`src/rtl/id_ex_pipe_reg.sv`:
```
// ID/EX pipeline register with EX-stage operand forwarding and load-use hazard detection.
// Holds one decoded instruction. ALU operands are selected combinationally from the held fields
// and the current EX/MEM and MEM/WB writeback buses.
module id_ex_pipe_reg #(
    parameter int DW  = 32,
    parameter int RAW = 5
) (
    input  logic           clock,
    input  logic           reset,
    input  logic           stall,
    input  logic           flush,
    input  logic           d_valid,
    input  logic           d_wreg,
    input  logic           d_m2reg,
    input  logic           d_wmem,
    input  logic           d_aluimm,
    input  logic           d_shift,
    input  logic           d_jal,
    input  logic [2:0]     d_aluc,
    input  logic           d_use_rs,
    input  logic           d_use_rt,
    input  logic [RAW-1:0] d_rs,
    input  logic [RAW-1:0] d_rt,
    input  logic [RAW-1:0] d_rn,
    input  logic [DW-1:0]  d_qa,
    input  logic [DW-1:0]  d_qb,
    input  logic [DW-1:0]  d_imm,
    input  logic [4:0]     d_sa,
    input  logic [DW-1:0]  d_pc4,
    input  logic           m_wreg,
    input  logic           m_m2reg,
    input  logic [RAW-1:0] m_rn,
    input  logic [DW-1:0]  m_alu,
    input  logic           w_wreg,
    input  logic [RAW-1:0] w_rn,
    input  logic [DW-1:0]  w_data,
    output logic [DW-1:0]  e_alua,
    output logic [DW-1:0]  e_alub,
    output logic [2:0]     e_aluc,
    output logic [DW-1:0]  e_store,
    output logic           e_valid,
    output logic           e_wreg,
    output logic           e_m2reg,
    output logic           e_wmem,
    output logic           e_jal,
    output logic [RAW-1:0] e_rn,
    output logic [DW-1:0]  e_pc8,
    output logic           load_use
);

    logic [RAW-1:0] rs_q, rt_q;
    logic [DW-1:0]  qa_q, qb_q, imm_q;
    logic [4:0]     sa_q;
    logic           aluimm_q, shift_q;
    logic [DW-1:0]  fwd_a, fwd_b;

    // NOTE: state registers use non-blocking assignments so every field samples pre-edge values.
    always_ff @(posedge clock) begin
        if (reset || flush) begin
            e_valid  <= 1'b0;
            e_wreg   <= 1'b0;
            e_m2reg  <= 1'b0;
            e_wmem   <= 1'b0;
            e_jal    <= 1'b0;
            e_aluc   <= 3'b000;
            e_rn     <= '0;
            rs_q     <= '0;
            rt_q     <= '0;
            qa_q     <= '0;
            qb_q     <= '0;
            imm_q    <= '0;
            sa_q     <= '0;
            e_pc8    <= '0;
            aluimm_q <= 1'b0;
            shift_q  <= 1'b0;
        end else if (!stall) begin
            // A slot without a real instruction must never write state downstream.
            e_valid  <= d_valid;
            e_wreg   <= d_valid & d_wreg;
            e_m2reg  <= d_valid & d_m2reg;
            e_wmem   <= d_valid & d_wmem;
            e_jal    <= d_valid & d_jal;
            e_aluc   <= d_aluc;
            e_rn     <= d_rn;
            rs_q     <= d_rs;
            rt_q     <= d_rt;
            qa_q     <= d_qa;
            qb_q     <= d_qb;
            imm_q    <= d_imm;
            sa_q     <= d_sa;
            e_pc8    <= d_pc4 + DW'(4);
            aluimm_q <= d_aluimm;
            shift_q  <= d_shift;
        end
    end

    // Loads in EX/MEM are not forwarded from here; load_use keeps that case from arising.
    function automatic logic [DW-1:0] forward(
        input logic [RAW-1:0] src,
        input logic [DW-1:0]  rf_val,
        input logic           mw,
        input logic           mm2r,
        input logic [RAW-1:0] mrn,
        input logic [DW-1:0]  malu,
        input logic           ww,
        input logic [RAW-1:0] wrn,
        input logic [DW-1:0]  wdat
    );
        if (src == '0)
            return '0;
        else if (mw && !mm2r && mrn == src)
            return malu;
        else if (ww && wrn == src)
            return wdat;
        else
            return rf_val;
    endfunction

    // NOTE: every always_comb output gets a default first so no latch can be inferred.
    always_comb begin
        fwd_a = '0;
        fwd_b = '0;
        fwd_a = forward(rs_q, qa_q, m_wreg, m_m2reg, m_rn, m_alu, w_wreg, w_rn, w_data);
        fwd_b = forward(rt_q, qb_q, m_wreg, m_m2reg, m_rn, m_alu, w_wreg, w_rn, w_data);
    end

    assign e_alua  = shift_q ? {{(DW-5){1'b0}}, sa_q} : fwd_a;
    assign e_alub  = aluimm_q ? imm_q : fwd_b;
    assign e_store = fwd_b;

    assign load_use = e_valid && e_wreg && e_m2reg && (e_rn != '0) &&
                      ((d_use_rs && d_rs == e_rn) || (d_use_rt && d_rt == e_rn));

endmodule

```
`config.mk`:
```
export PLATFORM = sky130hd
export DESIGN_NAME = id_ex_pipe_reg
export DESIGN_NICKNAME = d
export VERILOG_FILES = /design/src/rtl/id_ex_pipe_reg.sv
export SDC_FILE = /design/constraint.sdc
export NUM_CORES = 1
export LEC_CHECK = 0
export ABC_AREA = 1
export BUFFER_PORTS_ARGS = -buffer_cell sky130_fd_sc_hd__buf_2
export CORE_MARGIN = 3
export CORE_UTILIZATION = 35
export DETAILED_ROUTE_END_ITERATION = 16
export GPL_ROUTABILITY_DRIVEN = 0
export PLACE_DENSITY_LB_ADDON = 0.12
export SETUP_SLACK_MARGIN = 0.1
export SLEW_MARGIN = 20
export SYNTH_ARGS = -nofsm -noshare
export SYNTH_HDL_FRONTEND = slang
export SYNTH_SLANG_ARGS = --single-unit
```
`constraint.sdc`:
```
create_clock -name clock -period 2.8 [get_ports clock]
set_input_delay 0.56 -clock clock [delete_from_list [all_inputs] [get_ports clock]]
set_output_delay 0.56 -clock clock [all_outputs]
set_load 0.03 [all_outputs]
```
After elaboration in Yosys (flattened, before gate mapping)
Cells that the tools add are included.
{"block": "classes", "bitwise": 4, "n_reduce_logical": 17, "add_sub_neg": 1, "eq_ne": 6, "n_mux": 8}
{"op": "32-bit two-way mux", "n": 8}
{"op": "32-bit by 3-bit adder with 32-bit output, second input constant", "n": 1}
{"op": "5-bit equality test", "n": 6}
{"op": "1-bit logical AND", "n": 11}
{"op": "5-bit logical NOT", "n": 2}
{"op": "5-bit nonzero test", "n": 1}
{"op": "1-bit bitwise AND", "n": 4}
{"op": "1-bit logical OR", "n": 2}
{"op": "1-bit logical NOT", "n": 1}
{"block": "word_totals", "word_cells": 52, "register_bits": 158, "output_inout_bits": 142, "in_bits": 241}

Logic depth before layout (Yosys ltp)
Gate-level depths: netlist of run 1.
{"block": "depth", "ltp_word": 6, "depth_mapped": 10, "depth_no_buf": 10}

Worst setup path before layout of run 1
Ideal clock, no wire load.
{"block": "synth_timing", "kind": "input to output", "start": "input m_wreg", "end": "output e_alub[11]", "stages": 9, "path_buffers": 1, "t_arrival_ns": 1.604, "t_required_ns": 2.240, "path_slack_ns": 0.636, "cell_sequence": "inv_1 > nor2_1 > nand2_1 > nor2_1 > nand3_2 > clkbuf_1 > nand3_1 > nand3_1 > nand2_1"}
{"block": "synth_via", "elab_chain_cells": 5}
{"element": "start, declared", "line": "30", "text": "input logic m_wreg,"}
{"element": "1-bit logical AND (2 in series)", "line": "111", "text": "else if (mw && !mm2r && mrn == src)"}
{"element": "32-bit two-way mux", "line": "111"}
{"element": "32-bit two-way mux", "line": "109", "text": "if (src == '0)"}
{"element": "32-bit two-way mux", "line": "128", "text": "assign e_alub = aluimm_q ? imm_q : fwd_b;"}
{"element": "end, declared", "line": "38", "text": "output logic [DW-1:0] e_alub,"}
Every way passes these cells.

Worst setup path in the final report of run 1
{"block": "layout_timing", "start": "register rt_q[4]", "end": "output e_alub[25]"}
{"block": "layout_via", "elab_chain_cells": 6, "word_cells_on_any_way": 9, "classes_between": "eq/ne (2); mux (4); reduce/logical (3)"}
{"element": "start, declared", "line": "51", "text": "logic [RAW-1:0] rs_q, rt_q;"}
{"element": "start signal, assigned", "line": "86", "text": "rt_q <= d_rt;"}
{"element": "5-bit equality test", "line": "113", "text": "else if (ww && wrn == src)"}
{"element": "1-bit logical AND", "line": "113"}
{"element": "32-bit two-way mux", "line": "113"}
{"element": "32-bit two-way mux", "line": "111"}
{"element": "32-bit two-way mux *", "line": "109"}
{"element": "32-bit two-way mux *", "line": "128"}
Every way passes the cells marked *; elsewhere a longest branch is shown, timed or not.

==> results by group, run 1 <==
Clocking
  • Htree depth: 4
  • Clk pin slew, worst setup/hold paths: 80 ps
  • # hold bufs at CTS: 0
  • Later-pin clock latency in the skew report: 410 ps
  • Clock Sink Count: 158
  • Clock buffer count from CTS: 17
  • Maximum buffer depth of the clock tree: 2
  • Root Driver: clkbuf_16
  • CTS tree: done

Die
  • Num rows: 59
  • Die Height: 170 um
  • IO Pins: 383
  • Core area: 26,200 sq um
  • Starting Density: 0.358
  • Die Wd: 170 um
  • DIE AREA: 28,800 sq um

Drt
  • Routed Antenna Nets: 0
  • DRC violations left: 0
  • First drt pass iteration count: 6
  • Via density: 5.10
  • Routed WL: 41,000 um
  • Via count: 11,720
  • WL/cell: 17.8 um
  • Initial DRC Count: 946

Timing
  • Worst rel slew slack: 0.354
  • Fin Hold WS: 365 ps
  • Post-Route Setup TNS: 0 ps
  • Final min period: 2660 ps
  • Final Cycle Share: 0.949
  • Measured slew at the worst slew-check pin: 969 ps
  • Peak Freq: 376 MHz
  • Final Hold Fails: 0
  • Final Slew Violations: 0
  • RSZ-0062 raised after global routing: yes
  • Final-report setup violation count: 0
  • Worst Skew: 0 ps

Synth
  • Syn Area/Cell: 5.87 sq um
  • Ys Warns: 0
  • #FFs+latches synth: 158
  • Cell Area, Synth: 9390 sq um
  • Yosys cell types: 28
  • Syn Inst Count: 1,600
  • Post-Syn Nets: 1,842
  • Register area share after synthesis: 0.337

GRT
  • Initial antenna violation count: 7
  • First-pass GRT wire length: 58,100 um
  • GRT overflow: 0
  • Total GRT Usage: 0.254
  • Vias in the first global route: 10,647
  • Largest net degree at the start of global routing: 88

Finish
  • Final net count: 2,192
  • Highest-count cells in the layout ignoring fill and taps: nand2_1, buf_2, nor2_1, dfxtp_1, a21oi_1
  • P&R area growth vs syn: 41.6%
  • Share of cells above drive strength 1: 0.303
  • Commonest non-fill, non-tap cell in the layout: nand2_1

Critical path
  • Reg2Reg Launch Point: aluimm_q$_SDFFE_PP0N_
  • CP endpoint kind: output pin
  • Worst Setup SP: rt_q[4]$_SDFFE_PP0N_
  • Crit path required time: 2240 ps
  • CP Class: register to output pin
  • Worst EP arrival: 2100 ps
  • CP Launch Type: register
  • CP max FO: 8

Hold path
  • HP Class: input pin to register
  • Worst hold start: d_aluc[0]

Power
  • PwrDens: 460 nW/um^2
  • VDD IR max: 0.318 mV
  • P_leak: 7.11 nW

Run status
  • Status: finished, final reports clean

Placed design
  • Post-DP HPWL: 28,000 um
  • Port bufs: 382

Flow run
  • Total of max-cap violations: 0
[registers in the layout, summed over array words and instances, names as in the netlist]
| signal | flops |
|---|---|
| e_rn | 5 |
| e_jal | 1 |
| aluimm_q | 1 |
| shift_q | 1 |
| e_m2reg | 1 |
| e_pc8 | 32 |
| e_aluc | 3 |
| sa_q | 5 |
| qb_q | 32 |
| imm_q | 32 |
| e_wmem | 1 |
| rt_q | 5 |
| e_valid | 1 |
| qa_q | 32 |
| e_wreg | 1 |
| rs_q | 5 |
[worst paths after layout]
kind | end | slack (ps) | cells past startpoint
worst max-delay path | e_alub[25] | 140 | 11
worst min-delay path | e_aluc[0]$_SDFFE_PP0N_ | 370 | 3
worst max register to register | aluimm_q$_SDFFE_PP0N_ | 1600 | 2
worst min register to register | e_aluc[0]$_SDFFE_PP0N_ | 470 | 2
[synthesized netlist by cell type, drive strengths merged]
library cell / number / area, sq um
xnor2: 1 / 8.76
dfxtp: 158 / 3160
buf: 46 / 225
nand2: 561 / 2110
nor2: 241 / 937
nor3: 11 / 65.1
nand3b: 8 / 60.1
o22ai: 1 / 6.26
clkbuf: 53 / 199
xor2: 15 / 131
a31o: 1 / 8.76
a31oi: 1 / 6.26
clkinv: 1 / 3.75
inv: 134 / 503
a22o: 1 / 8.76
nand4: 70 / 438
a21oi: 131 / 656
nand3: 127 / 656
o21ai: 35 / 175
a211oi: 3 / 22.5
ha: 1 / 12.5
[cells by family after synthesis]
family                   Yosys count  synth area share
flip-flops                       158             0.337
AND/OR/NAND/NOR                 1018             0.454
AO/OA/AOI/OAI                    173            0.0941
adder cells (fa/ha/maj)            1           0.00133
XOR/XNOR                          16            0.0149
buffers and inverters            234            0.0991
[routing by layer]
metal	share of wire	GRT usage
met1	0.43	0.341
met2	0.46	0.409
met5	0.0012	0
met4	0.024	0.0708
met3	0.090	0.0587
[repair_timing]
action | CTS | global route
setup endpoints to repair | 69 | 94
buffers inserted | 0 | 8
resized for setup | 10 | 234
cloned | 0 | 13
pin swaps | 0 | 35
[stage by stage]
step | setup slack (ps) | cell area (sq um) | util | cells | power, mW
after floorplan | 636 | 9390 | - | 1600 | 3.10
after global placement | 194 | 11600 | 0.443 | 2245 | 3.60
after detailed placement | 156 | 11600 | 0.443 | 2245 | 3.60
after CTS | 116 | 12200 | 0.467 | 2276 | 6.04
after global routing | 28.8 | 13300 | 0.508 | 2300 | 6.39
final | 143 | 13300 | 0.508 | 2300 | 6.12
[worst max-delay path, stage by stage, from the launching register on]
cell and delay (ps):
dfxtp_4 380, inv_2 60, nand2_2 60, nand2_2 60, nor2_4 180, nand3_4 180
clkbuf_16 230, nand2_1 100, nand3_2 100, nand3_1 90, nand2_1 70, buf_4 170
[area by class of cell]
| type | count | area (sq um) |
|---|---|---|
| Sequential cell | 158 | 3180 |
| Inverter | 135 | 514 |
| Antenna cell | 3 | 7.51 |
| Clock inverter | 13 | 153 |
| Clock buffer | 18 | 439 |
| Timing Repair Buffer | 430 | 2860 |
| Fill cell | 2818 | 12900 |
| Tap cell | 335 | 419 |
| Multi-Input combinational cell | 1208 | 5730 |
[where the power goes]
| part | total [mW] | internal, mW | switching [mW] |
|---|---|---|---|
| combinational | 1.33 | 0.470 | 0.855 |
| sequential | 2.37 | 2.32 | 0.0475 |
| clock | 2.42 | 1.35 | 1.07 |
Power figures use the tool's default switching activity.
==> inputs of run 2 (changes only) <==
--- a/config.mk
+++ b/config.mk
@@ -5,7 +5,7 @@
 export SDC_FILE = /design/constraint.sdc
 export NUM_CORES = 1
 export LEC_CHECK = 0
-export ABC_AREA = 1
+export ABC_AREA = 0
 export BUFFER_PORTS_ARGS = -buffer_cell sky130_fd_sc_hd__buf_2
 export CORE_MARGIN = 3
 export CORE_UTILIZATION = 35
==> run 2 against run 1 <==
  * The run now ends with setup timing left
  * Wire length shrank 12%
  * Final cell count down 25%
  * Global-route usage rose by 0.094 points
  * Die area decreased by 11%
  * Register-to-register slack gained 90 ps
  * Design area grew 3.8%
  * Clock power up 4%
  * Via count decreased by 21%
  * Clock skew unchanged
  * Worst setup slack worse by 220 ps
  * Synthesized cell count shrank 37%
  * Total power is 1.1% higher
  * Critical path type unchanged
  * Largest cell class unchanged
==> results by group, run 2 <==
Synth
  • Ys Warns: 0 (unchanged)
  • Post-Syn Nets: 1,252 (was 1,842)
  • Syn Inst Count: 1,010 (was 1,600)
  • Yosys cell types: 42 (was 28)
  • Register area share after synthesis: 0.378 (was 0.337)
  • Post-synth EDFFs: 0 (unchanged)
  • FFs w/ async S/R, synth: 0 (unchanged)
  • #FFs+latches synth: 158 (unchanged)
  • Syn Area/Cell: 8.28 sq um (was 5.87 sq um)
  • Dominant cell type by area after synthesis: dfxtp_1 (unchanged)
  • Synth Flop Type: dfxtp_1 (unchanged)
  • Cell Area, Synth: 8360 sq um (was 9390 sq um)
  • Largest cells by area after synthesis: dfxtp_1, mux2i_1, nor2_1, o21ai_0, xnor2_1 (was dfxtp_1, nand2_1, nor2_1, a21oi_1, nand3_1)
  • Most common cell in the netlist: nor2_1 (was nand2_1)
  • Top cell type's share of synthesized area: 0.378 (was 0.337)
  • Most instantiated cells after synthesis: nor2_1, dfxtp_1, mux2i_1 (was nand2_1, nor2_1, dfxtp_1)

Power
  • Clock power share: 0.408 (was 0.396)
  • Sequential share of power: 0.385 (was 0.388)
  • Internal: 4.32 mW (was 4.15 mW)
  • VDD IR max: 0.333 mV (was 0.318 mV)
  • Comb pwr share: 0.207 (was 0.217)
  • PwrDens: 448 nW/um^2 (was 460 nW/um^2)
  • P_leak: 5.73 nW (was 7.11 nW)
  • Switching share of total power: 0.302 (was 0.322)
  • Net Sw Power: 1.87 mW (was 1.97 mW)

Critical path
  • Crit path largest cell delay: 370 ps (was 380 ps)
  • CP Class: register to output pin (unchanged)
  • Crit path required time: 2240 ps (about the same)
  • CP endpoint kind: output pin (unchanged)
  • Crit-path slowest cell: dfxtp_4 (unchanged)
  • CP max FO: 7 (was 8)
  • CP Launch Type: register (unchanged)
  • Worst EP arrival: 2310 ps (was 2100 ps)
  • CP Cell Sequence: xor2_2 -> nor3_2 -> and2_4 -> buf_12 -> buf_16 -> mux2i_2 -> a21oi_1 -> buf_4 (was inv_2 -> nand2_2 -> nand2_2 -> nor2_4 -> nand3_4 -> clkbuf_16 -> nand2_1 -> nand3_2 -> nand3_1 -> nand2_1 -> buf_4)

Placed design
  • Port bufs: 382 (unchanged)
  • Post-DP HPWL: 24,600 um (was 28,000 um)

Finish
  • Share of cells above drive strength 1: 0.476 (was 0.303)
  • P&R area growth vs syn: 65.1% (was 41.6%)
  • Final Util: 0.599 (was 0.508)
  • Commonest non-fill, non-tap cell in the layout: buf_2 (was nand2_1)
  • Final net count: 1,635 (was 2,192)
  • Highest-count cells in the layout ignoring fill and taps: buf_2, nor2_1, dfxtp_1, mux2i_1, buf_6 (was nand2_1, buf_2, nor2_1, dfxtp_1, a21oi_1)

Die
  • DIE AREA: 25,800 sq um (was 28,800 sq um)
  • Num rows: 55 (was 59)
  • Die Height: 161 um (was 170 um)
  • Core area: 23,100 sq um (was 26,200 sq um)
  • Die Wd: 161 um (was 170 um)
  • IO Pins: 383 (unchanged)
  • Starting Density: 0.363 (was 0.358)

Timing
  • Worst Skew: 0 ps (unchanged)
  • Fin worst setup slack: -72.4 ps (was 143 ps)
  • Final min period: 2870 ps (was 2660 ps)
  • RSZ-0062 raised after global routing: yes (unchanged)
  • Final Hold Fails: 0 (unchanged)
  • Worst rel slew slack: 0.543 (was 0.354)
  • Final-report setup violation count: 41 (was 0)
  • Final Slew Violations: 0 (unchanged)
  • Post-Route Setup TNS: -1240 ps (was 0 ps)
  • Peak Freq: 348 MHz (was 376 MHz)
  • Measured slew at the worst slew-check pin: 685 ps (was 969 ps)
  • Final Cycle Share: 1.03 (was 0.949)

Clocking
  • Later-pin clock latency in the skew report: 410 ps (about the same)
  • Clock buffer count from CTS: 17 (unchanged)
  • Root Driver: clkbuf_16 (unchanged)
  • Clk pin slew, worst setup/hold paths: 80 ps (about the same)
  • CTS tree: done (unchanged)
  • Maximum buffer depth of the clock tree: 2 (unchanged)
  • Htree depth: 4 (unchanged)
  • Clock Sink Count: 158 (unchanged)

Run status
  • Failing checks: setup timing
  • Status: finished with violations (was finished, final reports clean)

Drt
  • DRC violations left: 0 (unchanged)
  • Initial DRC Count: 699 (was 946)
  • Via count: 9,315 (was 11,720)
  • Routed Antenna Nets: 0 (unchanged)
  • WL/cell: 20.8 um (was 17.8 um)
  • Via density: 5.39 (was 5.10)
  • First drt pass iteration count: 5 (was 6)
  • Routed WL: 36,000 um (was 41,000 um)

GRT
  • Total GRT Usage: 0.255 (was 0.254)
  • GRT overflow: 0 (unchanged)
  • Vias in the first global route: 8,998 (was 10,647)
  • Initial antenna violation count: 16 (was 7)
  • First-pass GRT wire length: 51,600 um (was 58,100 um)
  • Largest net degree at the start of global routing: 69 (was 88)

Hold path
  • HP Class: input pin to register (unchanged)

Flow run
  • Total of max-cap violations: 0 (unchanged)
## run 2: final cells by class
cell class,count,area [sq um]
diodes,10,25.0
clock buffers,18,439
clock inverters,14,193
fillers,2042,9240
inverters,7,26.3
multi-input cells,764,6250
flip-flops and latches,158,3190
well taps,313,392
repair buffers,445,3300
## run 2: stage by stage
step	area, sq um	hold WS, ps	std cells	setup slack [ps]	total power [mW]
finish	13800	356	1729	-72.4	6.19
global route	13800	337	1727	-178	6.43
CTS	12500	347	1706	-43.1	6.06
detailed placement	10800	461	1662	-162	3.43
global placement	10800	446	1662	-151	3.42
floorplan	8370	463	1010	135	2.98
## run 2: logic make-up after synthesis
kind of cell,synth area share
muxes,0.183
AOI/OAI and AO/OA,0.173
DFF,0.378
adders and majority gates,0.00150
xor gates and xnor gates,0.0597
and+or+nand+nor,0.159
buffers and inverters,0.0456
## run 2: timing repair
item	4_1_cts	5_1_grt
buffers inserted	8	9
cloned	5	5
setup endpoints to repair	96	96
hold buffers	0	0
gates resized for setup	259	264
endpoints found under the hold margin	0	0
pin swaps	53	72
## run 2: path summary, 6_finish.rpt
check | from | end | slack (ps) | depth (start not counted)
worst max-delay path | rt_q[2]$_SDFFE_PP0N_ | e_store[27] | -70 | 8
worst min register to register | e_pc8[10]$_SDFFE_PP0N_ | e_pc8[10]$_SDFFE_PP0N_ | 470 | 2
worst max register to register | aluimm_q$_SDFFE_PP0N_ | aluimm_q$_SDFFE_PP0N_ | 1690 | 3
worst min-delay path | d_qb[9] | qb_q[9]$_SDFFE_PP0N_ | 360 | 3
## run 2: worst max-delay path: cells and delay by family (launching register included)
family	cells	cell delay [ps]
AO/OA/AOI/OAI	1	110
flip-flops	1	370
multiplexers	1	240
XOR/XNOR	1	150
buffers and inverters	3	460
AND/OR/NAND/NOR	2	550
## run 2: metal layers
layer  GRT usage  wire length, um  up-vias  share of wire
li1            -                -     4373              -
met1       0.300            14100     4419           0.39
met2       0.430            18000      431           0.50
met3      0.0831             2840       76          0.079
met4      0.0978             1010       16          0.028
met5           0              102        -         0.0028
## run 2: power groups by stage
stage                     Sequential [mW]  Combinational, mW  Clock (mW)
after CTS                            2.38               1.11        2.57
final                                2.38               1.28        2.52
after detailed placement             2.42               1.00           0
after global placement               2.42              0.994           0
after global routing                 2.39               1.37        2.68
after floorplan                      2.46              0.524           0
